<file path="src/rtl/dcache_pkg.sv">
// Shared types and default sizing for the direct-mapped write-through data cache.
package dcache_pkg;

  typedef enum logic [1:0] {
    IDLE,
    FILL,
    WRITE
  } dcache_state_t;

  localparam int DEF_LINES  = 16;
  localparam int DEF_ADDR_W = 32;
  localparam int DEF_DATA_W = 32;

  function automatic int index_bits(input int lines);
    return $clog2(lines);
  endfunction

endpackage

</file>
<file path="src/rtl/dcache_array.sv">
// Valid/tag/data line storage: combinational read port, one synchronous write port.
module dcache_array
  import dcache_pkg::*;
#(
  parameter int LINES  = DEF_LINES,
  parameter int ADDR_W = DEF_ADDR_W,
  parameter int DATA_W = DEF_DATA_W,
  localparam int INDEX_BITS = index_bits(LINES),
  localparam int TAG_W      = ADDR_W - INDEX_BITS
) (
  input  logic                  clock,
  input  logic                  reset,
  input  logic [INDEX_BITS-1:0] rd_index,
  output logic                  rd_valid,
  output logic [TAG_W-1:0]      rd_tag,
  output logic [DATA_W-1:0]     rd_data,
  input  logic                  wr_en,
  input  logic [INDEX_BITS-1:0] wr_index,
  input  logic [TAG_W-1:0]      wr_tag,
  input  logic [DATA_W-1:0]     wr_data
);

  logic [LINES-1:0]  valid_q;
  logic [TAG_W-1:0]  tag_q  [LINES];
  logic [DATA_W-1:0] data_q [LINES];

  // Only the valid bits are cleared; a stale tag/data is unreachable until refilled.
  always_ff @(posedge clock) begin
    if (reset) begin
      valid_q <= '0;
    end else if (wr_en) begin
      valid_q[wr_index] <= 1'b1;
    end
  end

  always_ff @(posedge clock) begin
    if (wr_en && !reset) begin
      tag_q[wr_index]  <= wr_tag;
      data_q[wr_index] <= wr_data;
    end
  end

  assign rd_valid = valid_q[rd_index];
  assign rd_tag   = tag_q[rd_index];
  assign rd_data  = data_q[rd_index];

endmodule

</file>
<file path="src/rtl/data_cache_ctrl.sv">
// Direct-mapped, write-through, no-write-allocate data cache controller between
// the MEM stage and a word-addressed memory with a held-request/mem_ready handshake.
module data_cache_ctrl
  import dcache_pkg::*;
#(
  parameter int LINES  = DEF_LINES,
  parameter int ADDR_W = DEF_ADDR_W,
  parameter int DATA_W = DEF_DATA_W
) (
  input  logic              clock,
  input  logic              reset,
  input  logic [ADDR_W-1:0] address,
  input  logic [DATA_W-1:0] write_data,
  input  logic              ctrl_mem_read,
  input  logic              ctrl_mem_write,
  output logic [DATA_W-1:0] read_data,
  output logic              stall,
  output logic [ADDR_W-1:0] mem_address,
  output logic [DATA_W-1:0] mem_write_data,
  output logic              mem_read,
  output logic              mem_write,
  input  logic [DATA_W-1:0] mem_read_data,
  input  logic              mem_ready
);

  localparam int INDEX_BITS = index_bits(LINES);
  localparam int TAG_W      = ADDR_W - INDEX_BITS;

  dcache_state_t state;

  logic                  rd_valid;
  logic [TAG_W-1:0]      rd_tag;
  logic [DATA_W-1:0]     rd_data;
  logic                  wr_en;
  logic [INDEX_BITS-1:0] wr_index;
  logic [TAG_W-1:0]      wr_tag;
  logic [DATA_W-1:0]     wr_data;
  logic                  hit;
  logic                  is_store;
  logic                  is_load;

  dcache_array #(
    .LINES (LINES),
    .ADDR_W(ADDR_W),
    .DATA_W(DATA_W)
  ) u_array (
    .clock   (clock),
    .reset   (reset),
    .rd_index(address[INDEX_BITS-1:0]),
    .rd_valid(rd_valid),
    .rd_tag  (rd_tag),
    .rd_data (rd_data),
    .wr_en   (wr_en),
    .wr_index(wr_index),
    .wr_tag  (wr_tag),
    .wr_data (wr_data)
  );

  // A simultaneous load and store is handled as a store.
  assign is_store = ctrl_mem_write;
  assign is_load  = ctrl_mem_read && !ctrl_mem_write;
  assign hit      = rd_valid && (rd_tag == address[ADDR_W-1:INDEX_BITS]);

  always_comb begin
    stall     = 1'b0;
    read_data = '0;
    wr_en     = 1'b0;
    wr_index  = address[INDEX_BITS-1:0];
    wr_tag    = address[ADDR_W-1:INDEX_BITS];
    wr_data   = write_data;
    case (state)
      IDLE: begin
        if (is_store) begin
          stall = 1'b1;
          wr_en = hit;
        end else if (is_load) begin
          if (hit) read_data = rd_data;
          else     stall     = 1'b1;
        end
      end
      FILL: begin
        stall = !mem_ready;
        if (mem_ready) begin
          read_data = mem_read_data;
          wr_en     = 1'b1;
          wr_index  = mem_address[INDEX_BITS-1:0];
          wr_tag    = mem_address[ADDR_W-1:INDEX_BITS];
          wr_data   = mem_read_data;
        end
      end
      WRITE: stall = !mem_ready;
      default: ;
    endcase
  end

  always_ff @(posedge clock) begin
    if (reset) begin
      state          <= IDLE;
      mem_address    <= '0;
      mem_write_data <= '0;
    end else begin
      case (state)
        IDLE: begin
          if (is_store) begin
            mem_address    <= address;
            mem_write_data <= write_data;
            state          <= WRITE;
          end else if (is_load && !hit) begin
            mem_address <= address;
            state       <= FILL;
          end
        end
        FILL:    if (mem_ready) state <= IDLE;
        WRITE:   if (mem_ready) state <= IDLE;
        default: state <= IDLE;
      endcase
    end
  end

  assign mem_read  = (state == FILL);
  assign mem_write = (state == WRITE);

endmodule

</file>
<file path="config.mk">
export PLATFORM = sky130hd
export DESIGN_NAME = data_cache_ctrl
export DESIGN_NICKNAME = d
export VERILOG_FILES = /design/src/rtl/dcache_pkg.sv /design/src/rtl/dcache_array.sv /design/src/rtl/data_cache_ctrl.sv
export SDC_FILE = /design/constraint.sdc
export NUM_CORES = 1
export LEC_CHECK = 0
export CAP_MARGIN = 20
export CORE_MARGIN = 4
export CORE_UTILIZATION = 40
export CTS_CLUSTER_DIAMETER = 200
export DETAILED_ROUTE_END_ITERATION = 7
export PLACE_DENSITY = 0.69
export SYNTH_ARGS = -nofsm -noshare
export SYNTH_HDL_FRONTEND = slang
export SYNTH_HIERARCHICAL = 1
export SYNTH_SLANG_ARGS = --single-unit
</file>
<file path="constraint.sdc">
create_clock -name clock -period 16.35 [get_ports clock]
set_clock_uncertainty 0.1 [all_clocks]
set_input_delay 3.27 -clock clock [delete_from_list [all_inputs] [get_ports clock]]
set_output_delay 3.27 -clock clock [all_outputs]
set_load 0.005 [all_outputs]
</file>
==> results_tabular.tex <==
\begin{tabular}{lr}
\hline
Metric & Value \\
\hline
\multicolumn{2}{l}{\textbf{CTS}} \\
\quad Post-CTS Setup Bufs & 0 \\
\quad Number of CTS-inserted buffers & 104 \\
\quad Number of resized instances in the post-cts repair step & 0 \\
\quad Clock tree from TritonCTS & built \\
\quad Clk sink count & 1042 \\
\quad CTS hold repair buffers & 0 \\
\quad Clock transition at path regs & 0.06 ns \\
\quad Clk Latency, worst-skew pair & 0.67 ns \\
\quad Clock root cell & sky130\_fd\_sc\_hd\_\_clkbuf\_16 \\
\quad Maximum clock path buffer count & 3 \\
\quad Level count of the clock H-tree & 3 \\
\multicolumn{2}{l}{\textbf{Worst setup path}} \\
\quad CP max stage delay & 1.03 ns \\
\quad Startpoint-to-endpoint class of the critical path & in2out \\
\quad Critical path endpoint category & output pin \\
\quad Standard cell with the maximum stage delay on the critical path & sky130\_fd\_sc\_hd\_\_and4\_2 \\
\quad Reg2reg path depth & 11 \\
\quad Buffers plus inverters on the worst setup path & 3 \\
\quad Critical path launch point type & input port \\
\quad Highest fanout seen on the critical path & 48 \\
\quad Kind of cell adding the most delay to the critical path & simple AND/OR/NAND/NOR gates \\
\quad CP cell instances & clkdlybuf4s50\_1 > nor2b\_4 > buf\_4 > a22oi\_1 > nand2\_1 > xnor2\_1 > nand2\_1 > or3\_1 > nor4\_2 > and4\_2 > a22o\_1 > clkdlybuf4s50\_1 \\
\quad Stages on the worst setup path & 12 \\
\quad Worst path required time & 12.98 ns \\
\quad Worst Path Arrival & 8.88 ns \\
\multicolumn{2}{l}{\textbf{Drt}} \\
\quad Number of remaining DRC errors & 0 \\
\quad Vias/cell & 5.683 \\
\quad Detailed-routing iteration count for the pre-antenna-repair pass & 6 \\
\quad WL final & 102.1 mm \\
\quad Routed via count & 21.55k \\
\quad Drt wl/cell & 26.91 um \\
\quad Initial DRC Count & 2721 \\
\quad Antenna Violating Nets Remaining & 0 \\
\multicolumn{2}{l}{\textbf{Logic synthesis}} \\
\quad Most used flip-flop cell after synthesis & sky130\_fd\_sc\_hd\_\_edfxtp\_1 \\
\quad Synthesized netlist net count & 2234 \\
\quad Post-synthesis adder-cell area fraction & 0.1229\% \\
\quad Netlist Area Pre-Place & 40740 um2 \\
\quad Complex-gate fraction of the synthesized area & 3.858\% \\
\quad Sequential share of the synthesized area & 74.80\% \\
\quad Simple-gate share of the synthesized area & 4.653\% \\
\quad Xor/xnor cell area share of the yosys netlist & 0.5160\% \\
\quad Largest family of logic cells by synthesized area & multiplexers \\
\quad Async SR Flop Fraction & 0\% \\
\quad Warnings from Yosys & 6 \\
\quad Syn\_area\_per\_cell & 19.13 um2 \\
\quad Count of unique library cells instantiated by Yosys & 45 \\
\quad Mapped Cells & 2129 \\
\quad EDFF count, synth & 960 \\
\quad Flip-flop and latch count after synthesis & 1042 \\
\quad Multiplexer fraction of the synthesized cell area & 14.28\% \\
\multicolumn{2}{l}{\textbf{Placement}} \\
\quad Instance area after placement & 44200 um2 \\
\quad Worst slack at placement & 4.043 ns \\
\quad \# port buffers & 199 \\
\quad HPWL after detailed placement & 54.52 mm \\
\quad Routability congestion estimate from global placement & 0.7756 \\
\multicolumn{2}{l}{\textbf{STA}} \\
\quad Max-slew violations & 0 \\
\quad Final clock period utilization by the worst path & 74.94\% \\
\quad Final period demand of the worst path & 12.25 ns \\
\quad Max transition margin & 16.56\% \\
\quad Setup TNS & 0 ns \\
\quad Setup violators final & 0 \\
\quad Pin slew with the least headroom to its limit & 1.252 ns \\
\quad Final Hold Viols & 0 \\
\quad Worst path setup slack after routing & 4.097 ns \\
\quad Max Clock Freq & 0.08161 GHz \\
\quad RSZ-0062 raised after global routing & no \\
\multicolumn{2}{l}{\textbf{Floorplanning}} \\
\quad Die outline area & 107000 um2 \\
\quad Number of top-level pins & 200 \\
\quad Core region area & 100600 um2 \\
\quad Vertical die dimension & 327.1 um \\
\quad Number of cell rows & 116 \\
\quad Initial Utilization & 40.50\% \\
\quad Die outline width & 327.1 um \\
\multicolumn{2}{l}{\textbf{Layout}} \\
\quad Fraction of final layout cells sized beyond drive strength 1 & 19.10\% \\
\quad Filler cells & 8177 \\
\quad Final nets & 2451 \\
\quad Multi-input logic area & 9699 um2 \\
\quad Sequential cell area & 30470 um2 \\
\quad Final Cell Area & 47750 um2 \\
\quad Area growth syn-to-layout & 17.22\% \\
\multicolumn{2}{l}{\textbf{Status}} \\
\quad Run status & completed \\
\multicolumn{2}{l}{\textbf{Min path}} \\
\quad HP Class & reg2reg \\
\quad Cell count of the worst hold path & 1 \\
\multicolumn{2}{l}{\textbf{Pwr}} \\
\quad Power share of the combinational group & 6.4\% \\
\quad PwrDens & 121.1 nW/um2 \\
\quad Net switching power figure & 1232 uW \\
\quad Switching fraction of total power & 21.30\% \\
\quad Fraction of power consumed by the clock network & 42.3\% \\
\quad P\_leak & 0.01550 uW \\
\quad Register share of total power & 51.3\% \\
\quad Int Pwr & 4551 uW \\
\quad Worst IR drop on VDD & 89.45 uV \\
\multicolumn{2}{l}{\textbf{Global route}} \\
\quad Pin count of the biggest net entering global routing & 192 \\
\quad Vias in the first global route & 21.93k \\
\quad Number of antenna violations at the first check in global routing & 2 \\
\quad Total overflow reported by the global router & 0 \\
\quad Wire length of the first global-routing pass & 148.5 mm \\
\quad Total global routing track utilization & 18.83\% \\
\multicolumn{2}{l}{\textbf{Run}} \\
\quad Max Cap Violations & 0 \\
\hline
\end{tabular}
## layer usage
layer  routed length [um]  vias up  track usage, %
li1                     -     8973               -
met1                41120    11330           26.66
met2                48240     1126           29.78
met3                10600      123           4.224
met4                 2123        0           4.697
met5                    0        -          0.9058
## area by class of cell
| cell class | count | area share [%] |
|---|---|---|
| multi-input cells | 952 | 20.31 |
| repair buffers | 236 | 4.863 |
| clock inverters | 71 | 1.722 |
| inverters | 10 | 0.07861 |
| flip-flops and latches | 1042 | 63.81 |
| clock buffers | 124 | 5.652 |
| well taps | 1357 | 3.556 |
| diodes | 1 | 0.005241 |
## cells in the mapped netlist (2+ instances only)
library cell,count,share of area [%]
sky130_fd_sc_hd__ha_1,4,0.12
sky130_fd_sc_hd__buf_6,23,0.64
sky130_fd_sc_hd__buf_2,23,0.28
sky130_fd_sc_hd__inv_1,9,0.083
sky130_fd_sc_hd__nand4b_1,2,0.043
sky130_fd_sc_hd__nor2_1,14,0.13
sky130_fd_sc_hd__mux2i_1,32,0.79
sky130_fd_sc_hd__clkbuf_1,71,0.65
sky130_fd_sc_hd__edfxtp_1,960,71
sky130_fd_sc_hd__nor4_1,2,0.031
sky130_fd_sc_hd__xnor2_1,13,0.28
sky130_fd_sc_hd__nand2b_1,67,1.0
sky130_fd_sc_hd__a22o_1,32,0.69
sky130_fd_sc_hd__nand4_1,3,0.046
sky130_fd_sc_hd__o32ai_1,2,0.043
sky130_fd_sc_hd__nand2_1,323,3.0
sky130_fd_sc_hd__nor3_1,5,0.061
sky130_fd_sc_hd__xor2_1,11,0.24
sky130_fd_sc_hd__o21ai_0,4,0.049
sky130_fd_sc_hd__a22oi_1,122,2.2
sky130_fd_sc_hd__a21o_1,12,0.22
sky130_fd_sc_hd__o2bb2ai_1,3,0.065
sky130_fd_sc_hd__or3_1,2,0.031
sky130_fd_sc_hd__mux4_2,244,13
sky130_fd_sc_hd__a21oi_1,33,0.41
sky130_fd_sc_hd__or2b_1,2,0.037
sky130_fd_sc_hd__nand4bb_1,2,0.055
sky130_fd_sc_hd__dfxtp_1,82,4.0
sky130_fd_sc_hd__and2_1,3,0.046
sky130_fd_sc_hd__buf_1,4,0.037
sky130_fd_sc_hd__buf_4,4,0.074
sky130_fd_sc_hd__nand3_1,2,0.025
sky130_fd_sc_hd__nor2b_1,2,0.031
## power by group through the flow
stage	logic [uW]	clock network, uW	registers (uW)
finish	372	2450	2960
global placement	362	0	3020
global route	400	2600	2960
CTS	373	2490	2960
detailed placement	371	0	3020
floorplan	214	0	3020
## per-stage QoR
stage	utilization, %	hold slack (ns)	std cells	total power (uW)
4_1_cts	47.44	0.3515	3791	5824
5_1_grt	47.47	0.3597	3793	5968
6_report	47.47	0.3548	3793	5783
2_1_floorplan	-	0.3211	2129	3231
3_5_place_dp	43.94	0.3422	3596	3392
3_3_place_gp	43.94	0.3279	3596	3380
## layout by cell type, fill, tap and decap left out, drive strengths merged, types with 2 or more instances in the layout
cell,count
nor3,5
edfxtp,960
mux2i,32
clkdlybuf4s50,196
nor2b,2
bufinv,17
a22oi,122
dfxtp,82
a21oi,34
nand2,323
nand2b,67
mux4,244
nor4,3
nand4bb,2
xnor2,13
and2,3
nand4b,2
nand4,3
a21o,12
a22o,32
clkbuf,124
clkinv,43
inv,15
o21ai,4
or2b,2
ha,4
xor2,11
clkinvlp,6
nand3,2
nor2,14
o2bb2ai,3
buf,40
or3,2
o32ai,2
## cell families after synthesis
| group | Yosys count |
|---|---|
| buf+inv | 135 |
| fa+ha+maj | 4 |
| xor+xnor | 24 |
| flops | 1042 |
| simple gates | 434 |
| mux | 276 |
| compound gates | 214 |
## state kept, by name, indices dropped and copies added (netlist names)
signal,cells
u_array/data_q,512
u_array/tag_q,448
mem_address,32
mem_write_data,32
u_array/valid_q,16
state,2
## worst paths after layout
kind / start / endpoint / slack (ns)
max: address[2] / read_data[6] / 4.10
min: u_array/valid_q[11] / u_array/valid_q[11] / 0.35
max reg2reg: u_array/tag_q[3][22] / u_array/data_q[4][25] / 10.51
min reg2reg: u_array/valid_q[11] / u_array/valid_q[11] / 0.35
Note: power is estimated with default switching activity, not from simulation.
